<file path="src/rtl/fifo_wr_arbiter.sv">
// Round-robin arbiter sharing one FIFO write port among NREQ burst producers.
// Define ARB_WDOG_EN to add the idle-owner watchdog and its wdog_evt output.

module fifo_wr_arbiter_lane #(
  parameter int GW = 2,
  parameter int ID = 0
) (
  input  logic          xfer_ok,
  input  logic [GW-1:0] grant_id,
  input  logic          valid,
  output logic          ready
);
  assign ready = xfer_ok & valid & (grant_id == GW'(ID));
endmodule

module fifo_wr_arbiter #(
  parameter int NREQ      = 4,
  parameter int DATA_W    = 8,
  parameter int BURST_MAX = 4,
  parameter int WDOG_CYC  = 16
) (
  input  logic                      clk,
  input  logic                      rstn,
  input  logic [NREQ-1:0]           req_valid,
  input  logic [NREQ-1:0]           req_last,
  input  logic [NREQ*DATA_W-1:0]    req_data,
  output logic [NREQ-1:0]           req_ready,
  input  logic                      fifo_full,
  output logic                      fifo_wen,
  output logic [DATA_W-1:0]         fifo_wdata,
  output logic [$clog2(NREQ)-1:0]   grant_id,
  output logic                      busy,
  output logic                      stall
`ifdef ARB_WDOG_EN
  ,
  output logic                      wdog_evt
`endif
);
  localparam int GW = $clog2(NREQ);
  localparam int CW = (BURST_MAX > 1) ? $clog2(BURST_MAX) : 1;

  typedef enum logic [1:0] {IDLE, XFER, STALL} state_t;

  state_t                       state, state_d;
  logic [GW-1:0]                last_gnt, last_d, gnt_d, pick, idx;
  logic [CW-1:0]                cnt, cnt_d;
  logic                         any, own_vld, xfer_ok, wdog_hit;
  logic [NREQ-1:0][DATA_W-1:0]  data_a;

  assign data_a     = req_data;
  assign fifo_wdata = data_a[grant_id];
  assign own_vld    = req_valid[grant_id];
  assign xfer_ok    = (state == XFER) & ~fifo_full;
  assign fifo_wen   = |req_ready;
  assign busy       = (state != IDLE);
  assign stall      = (state == STALL);

  for (genvar i = 0; i < NREQ; i++) begin : g_lane
    fifo_wr_arbiter_lane #(.GW(GW), .ID(i)) u_lane (
      .xfer_ok  (xfer_ok),
      .grant_id (grant_id),
      .valid    (req_valid[i]),
      .ready    (req_ready[i])
    );
  end

  // Walk downward so the nearest index after last_gnt wins.
  always_comb begin
    pick = '0;
    any  = 1'b0;
    idx  = '0;
    for (int k = NREQ; k >= 1; k--) begin
      idx = GW'((int'(last_gnt) + k) % NREQ);
      if (req_valid[idx]) begin
        pick = idx;
        any  = 1'b1;
      end
    end
  end

`ifdef ARB_WDOG_EN
  localparam int IW = $clog2(WDOG_CYC + 1);
  logic [IW-1:0] idle_cnt;

  assign wdog_hit = (state == XFER) & ~own_vld & (idle_cnt == IW'(WDOG_CYC - 1));
  assign wdog_evt = wdog_hit;

  always_ff @(posedge clk or negedge rstn)
    if (!rstn)                                        idle_cnt <= '0;
    else if ((state == XFER) && !own_vld && !wdog_hit) idle_cnt <= idle_cnt + 1'b1;
    else                                              idle_cnt <= '0;
`else
  assign wdog_hit = 1'b0;
`endif

  always_comb begin
    state_d = state;
    gnt_d   = grant_id;
    last_d  = last_gnt;
    cnt_d   = cnt;
    case (state)
      IDLE: if (any) begin
        gnt_d   = pick;
        state_d = XFER;
      end
      XFER: begin
        if (fifo_wen) begin
          if (req_last[grant_id] || (cnt == CW'(BURST_MAX - 1))) begin
            last_d  = grant_id;
            cnt_d   = '0;
            state_d = IDLE;
          end else begin
            cnt_d = cnt + 1'b1;
          end
        end else if (own_vld && fifo_full) begin
          state_d = STALL;
        end else if (wdog_hit) begin
          last_d  = grant_id;
          cnt_d   = '0;
          state_d = IDLE;
        end
      end
      STALL: if (!fifo_full) state_d = XFER;
      default: state_d = IDLE;
    endcase
  end

  always_ff @(posedge clk or negedge rstn)
    if (!rstn) begin
      state    <= IDLE;
      grant_id <= '0;
      last_gnt <= GW'(NREQ - 1);
      cnt      <= '0;
    end else begin
      state    <= state_d;
      grant_id <= gnt_d;
      last_gnt <= last_d;
      cnt      <= cnt_d;
    end
endmodule

</file>
<file path="config.mk">
export PLATFORM = sky130hd
export DESIGN_NAME = fifo_wr_arbiter
export DESIGN_NICKNAME = d
export VERILOG_FILES = /design/src/rtl/fifo_wr_arbiter.sv
export SDC_FILE = /design/constraint.sdc
export NUM_CORES = 1
export LEC_CHECK = 0
export CORE_MARGIN = 2
export CORE_UTILIZATION = 33
export DETAILED_ROUTE_END_ITERATION = 12
export PLACE_DENSITY = 0.85
export SYNTH_ARGS = -nofsm -noshare
export SYNTH_HDL_FRONTEND = slang
export SYNTH_HIERARCHICAL = 1
export SYNTH_SLANG_ARGS = --single-unit
</file>
<file path="constraint.sdc">
create_clock -name clk -period 2.6 [get_ports clk]
set_input_delay 0.78 -clock clk [delete_from_list [all_inputs] [get_ports clk]]
set_output_delay 0.78 -clock clk [all_outputs]
set_load 0.005 [all_outputs]
</file>
======== Yosys cells after proc, flatten, opt, wreduce, memory -nomap -nowiden ========
Index checks and enable logic that the tools add are counted.
word-level totals
  register bits ........................... 8
  bits in latches ......................... 0
  RAM bits ................................ 0
  bits in read-only memories .............. 0
  input bits .............................. 43
  output and inout bits ................... 17
  word-level logic and storage cells ...... 73
  memories kept ........................... 0
cells by class
  add/subtract/negate cells ............... 5
  $mul .................................... 0
  divide/modulo/power cells ............... 0
  $lt $le $gt $ge ......................... 5
  eq/ne operators ......................... 10
  shift-type cells ........................ 0
  multiplexer cells ....................... 29
  bitwise gates (word level) .............. 10
  reduce and logical (&&, ||, !) cells .... 10
operators with widths
  cell                                                count
  two-way mux 2 bit                                   10
  binary-select mux 8 bit (select 2 bit)              1
  < comparator 2 x 3 -> 1 bit, second input constant  5
  binary-select mux 1 bit (select 2 bit)              6
  two-way mux 1 bit                                   10
  AND 1 bit                                           9
  == test 2 bit, second input constant                4
  two-way mux 8 bit                                   1
  adder 2 x 1 -> 2 bit, second input constant         3
  != test 3 x 2 -> 1 bit, second input constant       2
  one-hot mux 2 bit (3 select lines)                  1
  adder 2 bit, second input constant                  2
  == test 2 x 1 -> 1 bit, second input constant       2
  logical NOT 2 bit                                   2
  != test 2 bit, second input constant                2
  AND reduction 2 bit                                 2
  AND reduction 4 bit                                 1
  OR reduction 4 bit                                  1
  AND reduction 3 bit                                 1
  nonzero test 2 bit                                  1
  logical AND 1 bit                                   1
  logical OR 1 bit                                    1
  NOT 1 bit                                           1

======== Longest topological paths before layout ========
Gate-level depths: netlist of the first run.
  depth in word-level cells ............... 9
  gate-level depth with buffers ........... 7
  gate-level depth less buffers ........... 7

======== Hierarchy ========
Netlist of the first run, hierarchy kept.
modules (own cells, without submodules)
  module                                       times used  cells each  area each (µm²)  seq. area each (µm²)
  fifo_wr_arbiter                              1           69          735.7            202.7
  fifo_wr_arbiter_lane (g_lane[1].u_lane ...)  2           1           10.0             0.0
  fifo_wr_arbiter_lane (g_lane[0].u_lane)      1           1           12.5             0.0
  fifo_wr_arbiter_lane (g_lane[3].u_lane)      1           1           8.8              0.0

======== Worst setup path before layout of the first run ========
Ideal clock, no wire load.
  path type ............................... input -> output
  start point ............................. input fifo_full
  end point ............................... output fifo_wen
  data arrival time ....................... 1590 ps
  required time ........................... 1820 ps
  path slack .............................. 230 ps
  stages .................................. 3
  buffers on the path ..................... 0
  cells stage by stage .................... nor2b_1 and4b_1 or4_4
between the ends
  cells in the longest elaborated chain, start to end .. 5
  elaborated cells between the ends (all ways) .. 11
  those cells by class .................... 10 x bitwise; 1 x reduce/logical
RTL lines
  item                     line  text
  from (decl)              28    input logic fifo_full,
  NOT 1 bit                53    assign xfer_ok = (state == XFER) & ~fifo_full;
  AND 1 bit                53
  AND 1 bit (2 in series)  13    assign ready = xfer_ok & valid & (grant_id == GW'(ID));
  via req_ready[1]         27    output logic [NREQ-1:0] req_ready,
  OR reduction 4 bit       54    assign fifo_wen = |req_ready;
  to (decl)                29    output logic fifo_wen,
The timed path passes the listed nets, and every way through them passes these cells.

======== Worst setup path after layout of the first run ========
  start point ............................. input req_valid[2]
  end point ............................... output fifo_wen
between the ends
  cells in the longest elaborated chain, start to end .. 3
RTL lines
  item                     line  text
  from (decl)              24    input logic [NREQ-1:0] req_valid,
  AND 1 bit (2 in series)  13
  OR reduction 4 bit       54
Every way passes these cells.

==> flow_metrics.py, run 1 <==
metrics = {
    "setup_path": {
        "worst-endpoint-arrival_ns": 1.88,
        "crit_path_start_kind": "input port",
        "reg2reg_from": "state[0]",
        "reg2reg_to": "last_gnt[0]",
        "worst_r2r_path_depth": 7,
        "reg2reg_setup_slack_ns": 0.44,
        "critical_path_class": "input port to output pin",
        "endpoint_kind": "output pin",
        "required_ns": 1.82,
        "path_max_fanout": 2,
    },
    "global_route": {
        "overflow": 0,
        "grt_max_degree": 16,
        "grt_pass1_wl_mm": 3.97,
        "grt_use_total": 0.193,
        "first_global_vias": 888,
        "grt_antenna_before_repair": 0,
    },
    "sta": {
        "relSlewSlack": 0.746,
        "worst_slack_ns": -0.0582,
        "drv_slew": 0,
        "layout_min_cycle_time_ns": 2.66,
        "finalHoldViolations": 0,
        "rsz0062_at_grt": "true",
        "final.setup_skew_ns": 0.00955,
        "timing.final.crit_share": 1.02,
        "tns_ns": -0.0582,
        "setup_viol": 1,
        "timing.fmax_mhz": 376,
        "worst_pin_slew_ns": 0.381,
    },
    "min_path": {
        "min_path_cells": 2,
        "hold_path.startpoint": "cnt[1]",
        "worstHoldEndpoint": "cnt[1]",
        "hold_path_class": "register to register",
    },
    "run_status": {
        "run_status": "finished with violations",
        "violations": "negative setup slack",
    },
    "synth": {
        "yosys.area.top_type": "mux4_2",
        "synth_fp_nets": 117,
        "synth_xor_xnor_area_share": 0,
        "yosysWarnings": 6,
        "synth_top_area_share": 0.232,
        "avgSynthCellArea_sq_um": 10.6,
        "synth_fa_ha_area_frac": 0.0161,
        "syn-cell-area_sq_um": 777,
        "yosys_most_used_dff": "dfrtp_1",
        "synth_area_leaders": "mux4_2 (23%), dfrtp_1 (19%), dfstp_2 (6.8%)",
        "synth_common_cells": "mux4_2 (8), nand2_1 (7), dfrtp_1 (6)",
        "async_flop_share": 1.00,
        "yosysMostFrequentCell": "mux4_2",
        "synth_compound_area_frac": 0.126,
        "yosys.area_share.simple": 0.237,
        "synth_seq_cells": 8,
        "syn_inst": 73,
        "synth-edff-count": 0,
        "yosysUniqueCellTypes": 32,
        "muxShareOfSynthArea": 0.325,
        "synth_top_family_by_area": "multiplexers",
        "yosysSeqAreaShare": 0.261,
    },
    "clocking": {
        "tritoncts": "done",
        "numCtsBuffers": 3,
        "clockBufferDepth": 2,
        "htreeDepth": 1,
        "clkLatencyLatePin_ns": 0.25,
        "clk_pin_slew_ns": 0.04,
        "root_buffer": "clkbuf_4",
        "cts.sinks": 8,
    },
    "cells_and_area": {
        "area_delta_synth_final_pct": 96.6,
        "n_fill_cell": 188,
        "register_area_sq_um": 203,
        "n_antenna_cell": 0,
        "layout-drive-gt1-share": 0.366,
        "nets": 199,
        "multiInputGateArea_sq_um": 554,
    },
    "drt": {
        "vias_per_cell": 4.99,
        "wire_per_inst_um": 14.9,
        "vias": 904,
        "routed_wirelength_mm": 2.70,
        "drt_pass1_iterations": 4,
        "ant_nets": 0,
        "dr.first_iter.drc_count": 10,
        "drc": 0,
    },
    "die": {
        "std_cell_rows": 17,
        "num_io_pins": 60,
        "initial_core_util": 0.351,
        "die_y_um": 52.5,
        "dieWidth_um": 52.5,
        "fp.dieArea_sq_um": 2760,
        "core_sq_um": 2210,
    },
    "power_and_ir_drop": {
        "power.density_nw_per_um2": 792,
        "p_leak_nw": 0.685,
        "vdd_drop_max_mv": 0.621,
    },
    "placement": {
        "place_ws_ns": -0.732,
        "hpwl_mm": 2.31,
        "port_buffers": 59,
        "place_congestion": 0.743,
    },
    "job": {
        "maxCapViolCount": 0,
    },
}
[how the worst max path moves through the flow]
stage,startpoint,to,slack [ns],depth (start not counted)
2_1_floorplan,fifo_full,fifo_wen,0.23,3
3_3_place_gp,fifo_full,fifo_wen,-0.73,5
3_5_place_dp,fifo_full,fifo_wen,-0.73,5
4_1_cts,fifo_full,fifo_wen,-0.11,5
5_1_grt,state[0],fifo_wen,-0.08,5
6_report,req_valid[2],fifo_wen,-0.06,4
[layout make-up]
cell class,count,area share
inverter,3,0.00737
clock buffer,3,0.0147
tap,28,0.0229
sequential,8,0.133
timing repair buffer,80,0.459
multi-input combinational,59,0.363
[registers in the layout (all words and copies together) (netlist names)]
signal	count
cnt	2
grant_id	2
last_gnt	2
state	2
[cell usage in the layout (no fill, tap or decap), drive strengths merged, types with 2 or more instances in the layout]
| master | n |
|---|---|
| clkdlybuf4s50 | 41 |
| buf | 31 |
| mux4 | 8 |
| nand2 | 7 |
| dfrtp | 6 |
| mux2i | 5 |
| nor2 | 5 |
| o21ai | 5 |
| clkdlybuf4s15 | 5 |
| inv | 3 |
| clkbuf | 3 |
| dlygate4sd2 | 3 |
| nor2b | 3 |
| nand2b | 3 |
| or2 | 2 |
| mux2 | 2 |
| a21oi | 2 |
| o22ai | 2 |
| and4b | 2 |
| dfstp | 2 |
| or4 | 2 |
[report_power, final]
group	internal (mW)	switching (mW)	leakage, nW
Clock	0.0525	0.0378	0.0138
Combinational	0.534	0.337	0.576
Sequential	0.195	0.0534	0.0953
[per-stage QoR]
step | instance area, sq um | utilization | instances | total power, mW | hold slack (ns)
CTS | 1510 | 0.683 | 179 | 1.20 | 0.504
floorplan | 777 | - | 73 | 0.723 | 0.453
finish | 1530 | 0.691 | 181 | 1.21 | 0.497
global placement | 1510 | 0.684 | 174 | 1.13 | 0.474
detailed placement | 1510 | 0.684 | 174 | 1.17 | 0.496
global route | 1530 | 0.691 | 181 | 1.31 | 0.531
[repair_timing]
| item | in CTS | in global routing |
|---|---|---|
| hold buffers | 0 | 0 |
| buffers inserted | 2 | 2 |
| setup endpoints to repair | 13 | 1 |
| gates cloned | 0 | 0 |
| resized for setup | 53 | 4 |
| pin swaps | 4 | 2 |
| hold endpoints to repair | 0 | 0 |
[critical path, stage by stage]
cell and delay, ns:
clkdlybuf4s15_1 0.20, and4b_1 0.21, or4_4 0.56, buf_6 0.13
[logic make-up (layout without fill, tap and decap cells)]
kind of cell | count (synthesis) | count (layout)
buf+inv | 6 | 86
fa+ha+maj | 1 | 1
simple gates | 29 | 29
flops | 8 | 8
mux | 15 | 15
compound gates | 14 | 14
[routing by layer]
metal  share of wire  GRT usage  routed length [um]
met1            0.40      0.239                1080
met4               0     0.0342                   0
met5               0          0                   0
met2            0.57      0.348                1550
met3           0.024     0.0400                  66
No activity file was read; power rests on OpenSTA's default activity.
==> run 2: changes to the inputs <==
--- a/config.mk
+++ b/config.mk
@@ -6,9 +6,10 @@
 export NUM_CORES = 1
 export LEC_CHECK = 0
 export CORE_MARGIN = 2
-export CORE_UTILIZATION = 33
+export CORE_UTILIZATION = 34
+export CTS_BUF_LIST = sky130_fd_sc_hd__clkbuf_8
 export DETAILED_ROUTE_END_ITERATION = 12
-export PLACE_DENSITY = 0.85
+export PLACE_DENSITY_LB_ADDON = 0.08
 export SYNTH_ARGS = -nofsm -noshare
 export SYNTH_HDL_FRONTEND = slang
 export SYNTH_HIERARCHICAL = 1
==> flow_metrics.py, run 2 (synthesis gave the netlist of run 1 again) <==
metrics = {
    "cells_and_area": {
        "final_cell_count_no_fill": 174,
        "n_fill_cell": 184,
        "area_delta_synth_final_pct": 92.1,
        "final_common_cell": "clkdlybuf4s50_1",
        "n_antenna_cell": 0,
        "final_cell_mix": "clkdlybuf4s50_1 (43), buf_4 (13), buf_2 (10)",
        "nets": 191,
        "register_area_sq_um": 203,
        "multiInputGateArea_sq_um": 554,
        "layout-drive-gt1-share": 0.336,
    },
    "setup_path": {
        "worst_r2r_path_depth": 7,
        "worst-endpoint-arrival_ns": 1.81,
        "reg2reg_from": "state[0]",
        "cp_num_buf_inv": 2,
        "crit_slowest_cell": "or4_4",
        "crit_family": "simple AND/OR/NAND/NOR gates",
        "slowest_delay_ns": 0.49,
        "reg2reg_setup_slack_ns": 0.47,
        "crit_path_start_kind": "input port",
        "required_ns": 1.82,
        "path_max_fanout": 2,
        "reg2reg_to": "last_gnt[1]",
        "critical_path_class": "input port to output pin",
        "endpoint_kind": "output pin",
        "path_cells": "dlygate4sd2_1 -> and4_1 -> or4_4 -> buf_6",
    },
    "die": {
        "num_io_pins": 60,
        "fp.dieArea_sq_um": 2680,
        "initial_core_util": 0.355,
        "core_sq_um": 2190,
        "std_cell_rows": 17,
        "die_y_um": 51.8,
        "dieWidth_um": 51.8,
    },
    "drt": {
        "vias_per_cell": 5.02,
        "routed_wirelength_mm": 2.28,
        "ant_nets": 0,
        "vias": 873,
        "wire_per_inst_um": 13.1,
        "drt_pass1_iterations": 4,
        "dr.first_iter.drc_count": 6,
        "drc": 0,
    },
    "global_route": {
        "grt_max_degree": 15,
        "overflow": 0,
        "grt_antenna_before_repair": 0,
        "first_global_vias": 848,
        "grt_use_total": 0.189,
        "grt_pass1_wl_mm": 3.82,
    },
    "min_path": {
        "worstHoldEndpoint": "cnt[1]",
        "hold_path.startpoint": "cnt[1]",
        "min_path_cells": 2,
        "hold_path_class": "register to register",
    },
    "clocking": {
        "clockBufferDepth": 2,
        "clk_pin_slew_ns": 0.04,
        "cts.sinks": 8,
        "htreeDepth": 1,
        "clkLatencyLatePin_ns": 0.22,
        "root_buffer": "clkbuf_8",
        "ctsHoldBuffers": 0,
        "tritoncts": "done",
        "numCtsBuffers": 3,
        "post-cts-setup-buffers": 0,
    },
    "power_and_ir_drop": {
        "vdd_drop_max_mv": 0.654,
        "p_leak_nw": 0.664,
        "power.density_nw_per_um2": 826,
    },
    "placement": {
        "dpl.cell_count": 170,
        "place_ws_ns": -0.718,
        "hpwl_mm": 1.94,
        "place_congestion": 0.710,
        "port_buffers": 59,
    },
    "sta": {
        "finalHoldViolations": 0,
        "worst_pin_slew_ns": 0.359,
        "drv_slew": 0,
        "worst_slack_ns": 0.00963,
        "relSlewSlack": 0.760,
        "final.setup_skew_ns": 0.00413,
        "timing.final.crit_share": 0.996,
        "setup_viol": 0,
        "layout_min_cycle_time_ns": 2.59,
        "rsz0062_at_grt": "true",
        "timing.fmax_mhz": 386,
    },
    "run_status": {
        "run_status": "complete, no violations",
    },
    "job": {
        "maxCapViolCount": 0,
    },
}
-- run 2: cell count changes in the layout (fill, tap and decap cells not counted), moves of 2 or more --
cell             before  now
clkbuf_8              0    3
clkdlybuf4s15_1       4    1
buf_4                21   13
clkbuf_4              3    0
dlymetal6s2s_1        0    2
clkdlybuf4s50_1      41   43
dlygate4sd2_1         3    1
-- run 2: worst min-delay path, stage by stage, from the launching register on --
cell	delay (ns)
dfrtp_1	0.34
nand2_1	0.05
o21ai_0	0.06
-- run 2: worst max-delay path by stage --
stage          slack, ns  cells past startpoint        to    startpoint
5_1_grt            -0.06                      5  fifo_wen      state[0]
3_5_place_dp       -0.72                      5  fifo_wen     fifo_full
4_1_cts            0.005                      4  fifo_wen  req_valid[3]
6_report            0.01                      4  fifo_wen  req_valid[3]
2_1_floorplan       0.23                      3  fifo_wen     fifo_full
3_3_place_gp       -0.70                      5  fifo_wen     fifo_full
-- run 2: layout make-up --
type	instances	share of cell area
timing repair buffer	72	0.432
multi-input combinational	59	0.371
sequential	8	0.136
clock buffer	3	0.0277
tap	28	0.0235
inverter	3	0.00754
clock inverter	1	0.00251
-- run 2: timing repair --
action                                 in CTS  in global routing
pin swaps                                   4                  0
setup endpoints to repair                  13                  3
resized for setup                          54                  3
endpoints found under the hold margin       0                  0
-- run 2: routing by layer --
metal / wire, um / GRT usage / vias to the layer above
met5: 0 / 0 / -
met4: 9 / 0.0482 / 0
met3: 104 / 0.0230 / 2
met2: 1250 / 0.355 / 25
met1: 917 / 0.226 / 417
li1: - / - / 429
-- run 2: report_power, final --
group / internal, mW / switching (mW) / leakage, nW
Clock: 0.102 / 0.0460 / 0.0269
Combinational: 0.523 / 0.317 / 0.542
Sequential: 0.195 / 0.0504 / 0.0953
-- run 2: stage by stage --
stage | hold WS, ns | TNS [ns] | total power [mW] | cell area [sq um] | utilization
6_report | 0.490 | 0 | 1.23 | 1490 | 0.681
5_1_grt | 0.542 | -0.0597 | 1.34 | 1490 | 0.681
4_1_cts | 0.501 | 0 | 1.24 | 1480 | 0.676
3_5_place_dp | 0.492 | -4.82 | 1.15 | 1480 | 0.677
2_1_floorplan | 0.453 | 0 | 0.723 | 777 | -
3_3_place_gp | 0.466 | -4.45 | 1.13 | 1480 | 0.677
